<file path="src/rtl/div_pkg.sv">
// Shared FSM state type, default width and counter sizing for the sequential divider.
package div_pkg;

    localparam int unsigned DEFAULT_WIDTH = 16;

    typedef enum logic [1:0] {
        IDLE,
        RUN,
        FIX
    } state_t;

    // Iteration counter width for a given operand width.
    function automatic int unsigned cnt_width(input int unsigned width);
        return $clog2(width + 1);
    endfunction

endpackage

</file>
<file path="src/rtl/div_step.sv">
// One non-restoring division iteration: shift {prem, quo} left, then add or subtract the divisor.
module div_step
    import div_pkg::*;
#(
    parameter int unsigned WIDTH = DEFAULT_WIDTH
) (
    input  logic [WIDTH:0]   prem,
    input  logic [WIDTH-1:0] quo,
    input  logic [WIDTH-1:0] dvsr,
    output logic [WIDTH:0]   prem_nxt,
    output logic [WIDTH-1:0] quo_nxt
);

    logic [WIDTH:0] shifted;
    logic [WIDTH:0] dvsr_ext;

    always_comb begin
        shifted  = {prem[WIDTH-1:0], quo[WIDTH-1]};
        dvsr_ext = {1'b0, dvsr};
        prem_nxt = prem[WIDTH] ? shifted + dvsr_ext : shifted - dvsr_ext;
        quo_nxt  = {quo[WIDTH-2:0], ~prem_nxt[WIDTH]};
    end

endmodule

</file>
<file path="src/rtl/div_seq_ctrl.sv">
// Sequential signed/unsigned divider, one quotient bit per clock.
// Define DIV_ZERO_CHECK_EN to short-circuit divide-by-zero with dz reporting.
module div_seq_ctrl
    import div_pkg::*;
#(
    parameter int unsigned WIDTH = DEFAULT_WIDTH
) (
    input  logic             clk,
    input  logic             rst_n,
    input  logic             start,
    input  logic             sgn,
    input  logic [WIDTH-1:0] dividend,
    input  logic [WIDTH-1:0] divisor,
    output logic             busy,
    output logic             done,
    output logic [WIDTH-1:0] q,
    output logic [WIDTH-1:0] r,
    output logic             dz,
    output logic             ovf
);

    localparam int unsigned CW = cnt_width(WIDTH);
    localparam logic [WIDTH-1:0] MOST_NEG = {1'b1, {(WIDTH-1){1'b0}}};

    state_t           state_q, state_d;
    logic [CW-1:0]    cnt_q;
    logic [WIDTH:0]   prem_q, prem_nxt, prem_fix;
    logic [WIDTH-1:0] quo_q, quo_nxt, dvsr_q;
    logic [WIDTH-1:0] dvd_mag, dvs_mag;
    logic             qneg_q, rneg_q, ovf_pend_q, dz_pend_q;
    logic             div_zero;
    logic             done_q, dz_q, ovf_q;
    logic [WIDTH-1:0] q_q, r_q;

`ifdef DIV_ZERO_CHECK_EN
    assign div_zero = (divisor == '0);
`else
    assign div_zero = 1'b0;
`endif

    assign dvd_mag  = (sgn && dividend[WIDTH-1]) ? -dividend : dividend;
    assign dvs_mag  = (sgn && divisor[WIDTH-1]) ? -divisor : divisor;
    assign prem_fix = prem_q[WIDTH] ? prem_q + {1'b0, dvsr_q} : prem_q;

    div_step #(
        .WIDTH(WIDTH)
    ) u_step (
        .prem    (prem_q),
        .quo     (quo_q),
        .dvsr    (dvsr_q),
        .prem_nxt(prem_nxt),
        .quo_nxt (quo_nxt)
    );

    always_ff @(posedge clk) begin
        if (!rst_n) state_q <= IDLE;
        else        state_q <= state_d;
    end

    always_comb begin
        state_d = state_q;
        unique case (state_q)
            IDLE:    if (start) state_d = div_zero ? FIX : RUN;
            RUN:     if (cnt_q == CW'(WIDTH - 1)) state_d = FIX;
            FIX:     state_d = IDLE;
            default: state_d = IDLE;
        endcase
    end

    always_comb begin
        busy = (state_q != IDLE);
    end

    always_ff @(posedge clk) begin
        if (!rst_n) begin
            cnt_q      <= '0;
            prem_q     <= '0;
            quo_q      <= '0;
            dvsr_q     <= '0;
            qneg_q     <= 1'b0;
            rneg_q     <= 1'b0;
            ovf_pend_q <= 1'b0;
            dz_pend_q  <= 1'b0;
            done_q     <= 1'b0;
            dz_q       <= 1'b0;
            ovf_q      <= 1'b0;
            q_q        <= '0;
            r_q        <= '0;
        end else begin
            done_q <= 1'b0;
            unique case (state_q)
                IDLE: if (start) begin
                    cnt_q     <= '0;
                    dvsr_q    <= dvs_mag;
                    dz_pend_q <= div_zero;
                    if (div_zero) begin
                        // Preload so FIX yields q = all ones and r = raw dividend
                        prem_q     <= {1'b0, dividend};
                        quo_q      <= '1;
                        qneg_q     <= 1'b0;
                        rneg_q     <= 1'b0;
                        ovf_pend_q <= 1'b0;
                    end else begin
                        prem_q     <= '0;
                        quo_q      <= dvd_mag;
                        qneg_q     <= sgn & (dividend[WIDTH-1] ^ divisor[WIDTH-1]);
                        rneg_q     <= sgn & dividend[WIDTH-1];
                        ovf_pend_q <= sgn && (dividend == MOST_NEG) && (divisor == '1);
                    end
                end
                RUN: begin
                    prem_q <= prem_nxt;
                    quo_q  <= quo_nxt;
                    cnt_q  <= cnt_q + CW'(1);
                end
                FIX: begin
                    q_q    <= qneg_q ? -quo_q : quo_q;
                    r_q    <= rneg_q ? -prem_fix[WIDTH-1:0] : prem_fix[WIDTH-1:0];
                    dz_q   <= dz_pend_q;
                    ovf_q  <= ovf_pend_q;
                    done_q <= 1'b1;
                    cnt_q  <= '0;
                end
                default: ;
            endcase
        end
    end

    assign done = done_q;
    assign q    = q_q;
    assign r    = r_q;
    assign dz   = dz_q;
    assign ovf  = ovf_q;

endmodule
</file>
<file path="config.mk">
export PLATFORM = sky130hd
export DESIGN_NAME = div_seq_ctrl
export DESIGN_NICKNAME = d
export VERILOG_FILES = /design/src/rtl/div_pkg.sv /design/src/rtl/div_step.sv /design/src/rtl/div_seq_ctrl.sv
export SDC_FILE = /design/constraint.sdc
export NUM_CORES = 1
export LEC_CHECK = 0
export BUFFER_PORTS_ARGS = -buffer_cell sky130_fd_sc_hd__buf_2
export CELL_PAD_IN_SITES_DETAIL_PLACEMENT = 1
export CELL_PAD_IN_SITES_GLOBAL_PLACEMENT = 2
export CORE_MARGIN = 3
export CORE_UTILIZATION = 28
export CTS_CLUSTER_DIAMETER = 80
export DETAILED_ROUTE_END_ITERATION = 12
export HOLD_SLACK_MARGIN = 0.03
export PLACE_DENSITY = 0.71
export SYNTH_ARGS = -nofsm -noshare
export SYNTH_HDL_FRONTEND = slang
export SYNTH_SLANG_ARGS = --single-unit
</file>
<file path="constraint.sdc">
create_clock -name clk -period 4.96 [get_ports clk]
set_clock_uncertainty 0.2 [all_clocks]
set_input_delay 0.992 -clock clk [delete_from_list [all_inputs] [get_ports clk]]
set_output_delay 0.992 -clock clk [all_outputs]
set_load 0.01 [all_outputs]
</file>
* Word level (Yosys, flattened, before mapping)
Index checks and enable logic that the tools add are counted.
Operators by class: $mul 0, reduce and logical (&&, ||, !) cells 12, multiplexer cells 16, bitwise operators 4, divide/modulo/power cells 0, shift operators 0, equality and inequality tests 7, add/subtract/negate cells 8, $lt $le $gt $ge 0
Operator list (number):
- $mux 16 | 6
- $neg 16->16 | 4
- $mux 17 | 2
- $pmux 17 s2 | 1
- $eq 16x16->1 const B | 2
- $pmux 16 s2 | 1
- $add 17x16->17 | 1
- $sub 17x16->17 | 1
- $add 16x16->16 | 1
- $pmux 5 s3 | 1
- $reduce_and 2->1 | 4
- $add 5x1->5 const B | 1
- $eq 5x4->1 const B | 1
- $mux 5 | 1
- $logic_and 1x1->1 | 4
- $mux 2 | 2
- $ne 2x2->1 const B | 2
- $pmux 2 s2 | 1
- $reduce_bool 2->1 | 2
- $reduce_bool 3->1 | 1
- $and 1x1->1 | 2
- $eq 2x1->1 const B | 1
- $eq 2x2->1 const B | 1
- $logic_not 2->1 | 1
- other kinds (3) | 3
Word-level totals: register bits after elaboration 93, output and inout bits 36, memory bits (writable) 0, bits in read-only memories 0, bits in latches 0, input port bits 36, memories kept 0, logic and storage cells 59

* Logic depth before layout (Yosys ltp)
depth after elaboration 4, mapped depth 16, depth with buffers taken out 13

* Cells and area by module
Synthesis repeated with hierarchy kept, for this count alone.
Second synthesis, totals: cells, all modules 896, area total of the unflattened synthesis 6914.1 µm²
By module, submodules not included:
- div_seq_ctrl | area each 5642.9 µm², sequential area each 1861.8 µm², times used 1, cells each 721
- div_step | area each 1271.2 µm², sequential area each 0.0 µm², times used 1, cells each 175

* Worst setup path before layout
OpenSTA, ideal clock, no wires.
path type register to register, start point reg prem_q[16], end point reg quo_q[0], clock period less this slack 3870 ps, arrival 3610 ps, path buffers 5, setup time 60 ps, path slack 1090 ps, stages on the path, launching flop included 17, data required time 4700 ps, cell sequence dfxtp_1 > clkbuf_1 > clkbuf_1 > clkbuf_1 > buf_1 > buf_1 > nor2_1 > xor2_1 > ha_1 > nor2b_1 > o21ai_0 > nand2b_1 > a21oi_1 > o211a_1 > o31ai_1 > mux2i_1 > and3_1
On the way: word-level cells in the longest chain between the ends 3
Ends and longest elaborated chain:
- start: declaration | line div_seq_ctrl.sv:27 | logic [WIDTH:0] prem_q, prem_nxt, prem_fix;
- start signal: assignment | line div_seq_ctrl.sv:98 | prem_q <= {1'b0, dividend};
- start signal: assignment | line div_seq_ctrl.sv:112 | prem_q <= prem_nxt;
- $mux 17 | line div_step.sv:20 | prem_nxt = prem[WIDTH] ? shifted + dvsr_ext : shifted - dvsr_ext;
- $not 1->1 | line div_step.sv:21 | quo_nxt = {quo[WIDTH-2:0], ~prem_nxt[WIDTH]};
- $pmux 16 s2 | line div_seq_ctrl.sv:91 | unique case (state_q)
- end signal: assignment | line div_seq_ctrl.sv:105 | quo_q <= dvd_mag;
- end signal: assignment | line div_seq_ctrl.sv:113 | quo_q <= quo_nxt;
- end: declaration | line div_seq_ctrl.sv:28 | logic [WIDTH-1:0] quo_q, quo_nxt, dvsr_q;
No other way between the ends. A chain may end at the register's enable or synchronous reset.

* Final worst setup path
start point reg dvsr_q[0], end point reg r_q[14] (netlist: r[14])
On the way: word-level cells in the longest chain between the ends 4
Ends and longest elaborated chain:
- start: declaration | line div_seq_ctrl.sv:28
- start signal: assignment | line div_seq_ctrl.sv:94 | dvsr_q <= dvs_mag;
- $add 16x16->16 * | line div_seq_ctrl.sv:43 | assign prem_fix = prem_q[WIDTH] ? prem_q + {1'b0, dvsr_q} : prem_q;
- $mux 16 * | line div_seq_ctrl.sv:43
- $neg 16->16 | line div_seq_ctrl.sv:118 | r_q <= rneg_q ? -prem_fix[WIDTH-1:0] : prem_fix[WIDTH-1:0];
- $mux 16 * | line div_seq_ctrl.sv:118
- end signal: assignment | line div_seq_ctrl.sv:118
- end: declaration | line div_seq_ctrl.sv:33 | logic [WIDTH-1:0] q_q, r_q;
Mark *: on every way between the ends. The rest lies on a longest branch, timed or not.

==> flow_summary.toml <==
[outcome]
outcome = "complete, no violations"

[synthesis]
ys_seq_area_frac = 0.270
synth.avg_cell_area_um2 = 7.57
ys_top_cells_by_area = "dfxtp_1 27%, ha_1 7.1%, a21oi_1 6.7%"
ys_ff_latch = 93
synth_fp_nets = 990
synth_cells = 913
synth-main-ff-cell = "dfxtp_1"
yosysTopAreaCell = "dfxtp_1"
synth_area_mm2 = 0.00691
synth_cell_type_count = 75
synth_edf_count = 0
yosys.area.top_type_share = 0.270
ys_async_sr_fraction = 0
synth_warnings = 0

[timing]
hold_viol_final = 0
period_share = 0.717
slew_headroom = 0.281
setup_tns_ps = 0
finalSetupViolations = 0
timing.final.max_slew_violations = 0
rsz0062_at_grt = "false"
fmax_mhz = 281
worst_pin_slew_ps = 1070
min_period_ps = 3560

[layout]
antenna_cells = 0
drive_gt1_frac = 0.121
final_common_cell = "nand2_1"
fin_nets = 1028
final_cell_mix = "113 x nand2_1, 93 x dfxtp_1, 92 x a21oi_1"
final_area_mm2 = 0.00779
area_growth_pct = 12.8

[placement]
dpl.hpwl_mm = 17.0
place_congestion = 0.893
placed_area_mm2 = 0.00753
port_buffers = 70

[global_routing]
grt.overflow.total = 0
first_global_vias = 6616
grt_max_degree = 46
grt_pass1_wl_mm = 36.4
antenna_found_initial = 0
gr-usage-all-layers = 0.170

[worst_setup_path]
cpMaxStageDelayCell = "or4_1"
path_cells = "ha_1 > fa_1 > a211oi_2 > nor2_1 > o311ai_4 > a21oi_1 > or4_1 > a31oi_1 > o311ai_0 > o31a_1"
rrSetupSlack_ps = 1400
cpPeakStageDelay_ps = 560
crit_fanout = 6
end_kind = "register"
crit_required_ps = 5000
critPathArrivalTime_ps = 3600
start_kind = "register"
critical_path_class = "register to register"

[flow_run]
drv_cap = 0

[power]
power_mw = 2.70
powerDensity_mw_per_mm2 = 346
p_leak_nw = 3.07
peakVddDrop_uv = 128

[route]
vias = 6719
remaining_drc_errors = 0
wl_mm = 22.4
ant_nets = 0
drt-initial-drc-count = 286
drt-pass1-iter-count = 4
viasPerCell = 5.27
detail_route.wl_per_cell_um = 17.5

[die]
fp.dieH_um = 163
die_x_um = 163
coreArea_mm2 = 0.0238
start_util = 0.290
pin_count = 72
dieArea_mm2 = 0.0266
fp-row-count = 56

[cts]
cts_tree = "done"
cts.clk_slew.worst_paths_ps = 70
ctsHoldBuffers = 0
cts-root-buf = "clkbuf_16"
clockBufferDepth = 2
cts.sinks = 93
cts_max_level = 3
insertion_delay_ps = 350
cts_resized = 0
postCtsSetupBuffers = 0
numCtsBuffers = 9

[worst_hold_path]
holdCritPathClass = "register to register"
==> synth_stat cells (4+ instances only) <==
| cell | instances |
|---|---|
| a211oi_1 | 26 |
| a21o_1 | 11 |
| a21oi_1 | 92 |
| a22oi_1 | 16 |
| a31oi_1 | 10 |
| and2_1 | 7 |
| and3_1 | 16 |
| and4_1 | 4 |
| buf_1 | 7 |
| clkbuf_1 | 40 |
| dfxtp_1 | 93 |
| ha_1 | 39 |
| inv_1 | 24 |
| mux2i_1 | 5 |
| nand2_1 | 113 |
| nand2b_1 | 11 |
| nand3_1 | 31 |
| nand4_1 | 17 |
| nor2_1 | 81 |
| nor2b_1 | 7 |
| nor3_1 | 25 |
| nor3b_1 | 5 |
| o211ai_1 | 9 |
| o21a_1 | 13 |
| o21ai_0 | 39 |
| o31ai_1 | 11 |
| or3_1 | 10 |
| or4_1 | 4 |
| xnor2_1 | 28 |
| xor2_1 | 46 |
==> critical path, delay by kind of cell (launching register included) <==
family                   cells  cell delay (ps)
adder cells (fa/ha/maj)      2              660
AND/OR/NAND/NOR              2              740
AO/OA/AOI/OAI                6             1480
flip-flops                   1              370
==> cell type report <==
type                       count  area (um^2)
clock buffer                  10          229
fill                        3000        16000
timing repair buffer          79          418
multi-input combinational    743         4750
tap                          319          399
sequential                    93         1860
inverter                      25         93.8
clock inverter                 5         37.5
==> where the power goes <==
part           leakage (nW)  internal (mW)  switching, mW  total, mW
Clock                 0.125          0.340          0.315      0.654
Sequential            0.757          0.797         0.0976      0.894
Combinational          2.19          0.464          0.686       1.15
==> logic make-up after synthesis <==
family | share of synthesized area
AO/OA/AOI/OAI | 0.256
XOR/XNOR | 0.0938
adder cells (fa/ha/maj) | 0.0764
buffers and inverters | 0.0431
flip-flops | 0.270
multiplexers | 0.0121
other | 0.000543
AND/OR/NAND/NOR | 0.248
==> state kept, by name, indices dropped and copies added, names as in the netlist, 2 cells and up <==
signal / count
cnt_q: 5
dvsr_q: 16
prem_q: 17
q: 16
quo_q: 16
r: 16
state_q: 2
==> per-layer routing <==
layer  wire (um)  GRT usage
met4         361     0.0465
met3         659     0.0223
met2        9970      0.271
met5           0          0
met1       11400      0.242
==> per-stage QoR <==
stage           util  setup WS [ps]  hold WS (ps)  cells
2_1_floorplan      -           1090           232    913
3_3_place_gp   0.316           1460           241   1259
3_5_place_dp   0.316           1440           246   1259
4_1_cts        0.327           1420           253   1274
5_1_grt        0.327           1160           276   1274
6_report       0.327           1400           249   1274
==> final timing paths <==
kind | cells after the start | endpoint | from
setup / recovery | 10 | r[14] | dvsr_q[0]
hold / removal | 2 | q[10] | q[10]
setup reg to reg | 10 | r[14] | dvsr_q[0]
hold reg to reg | 2 | q[10] | q[10]
Note: power is estimated with default switching activity, not from simulation.
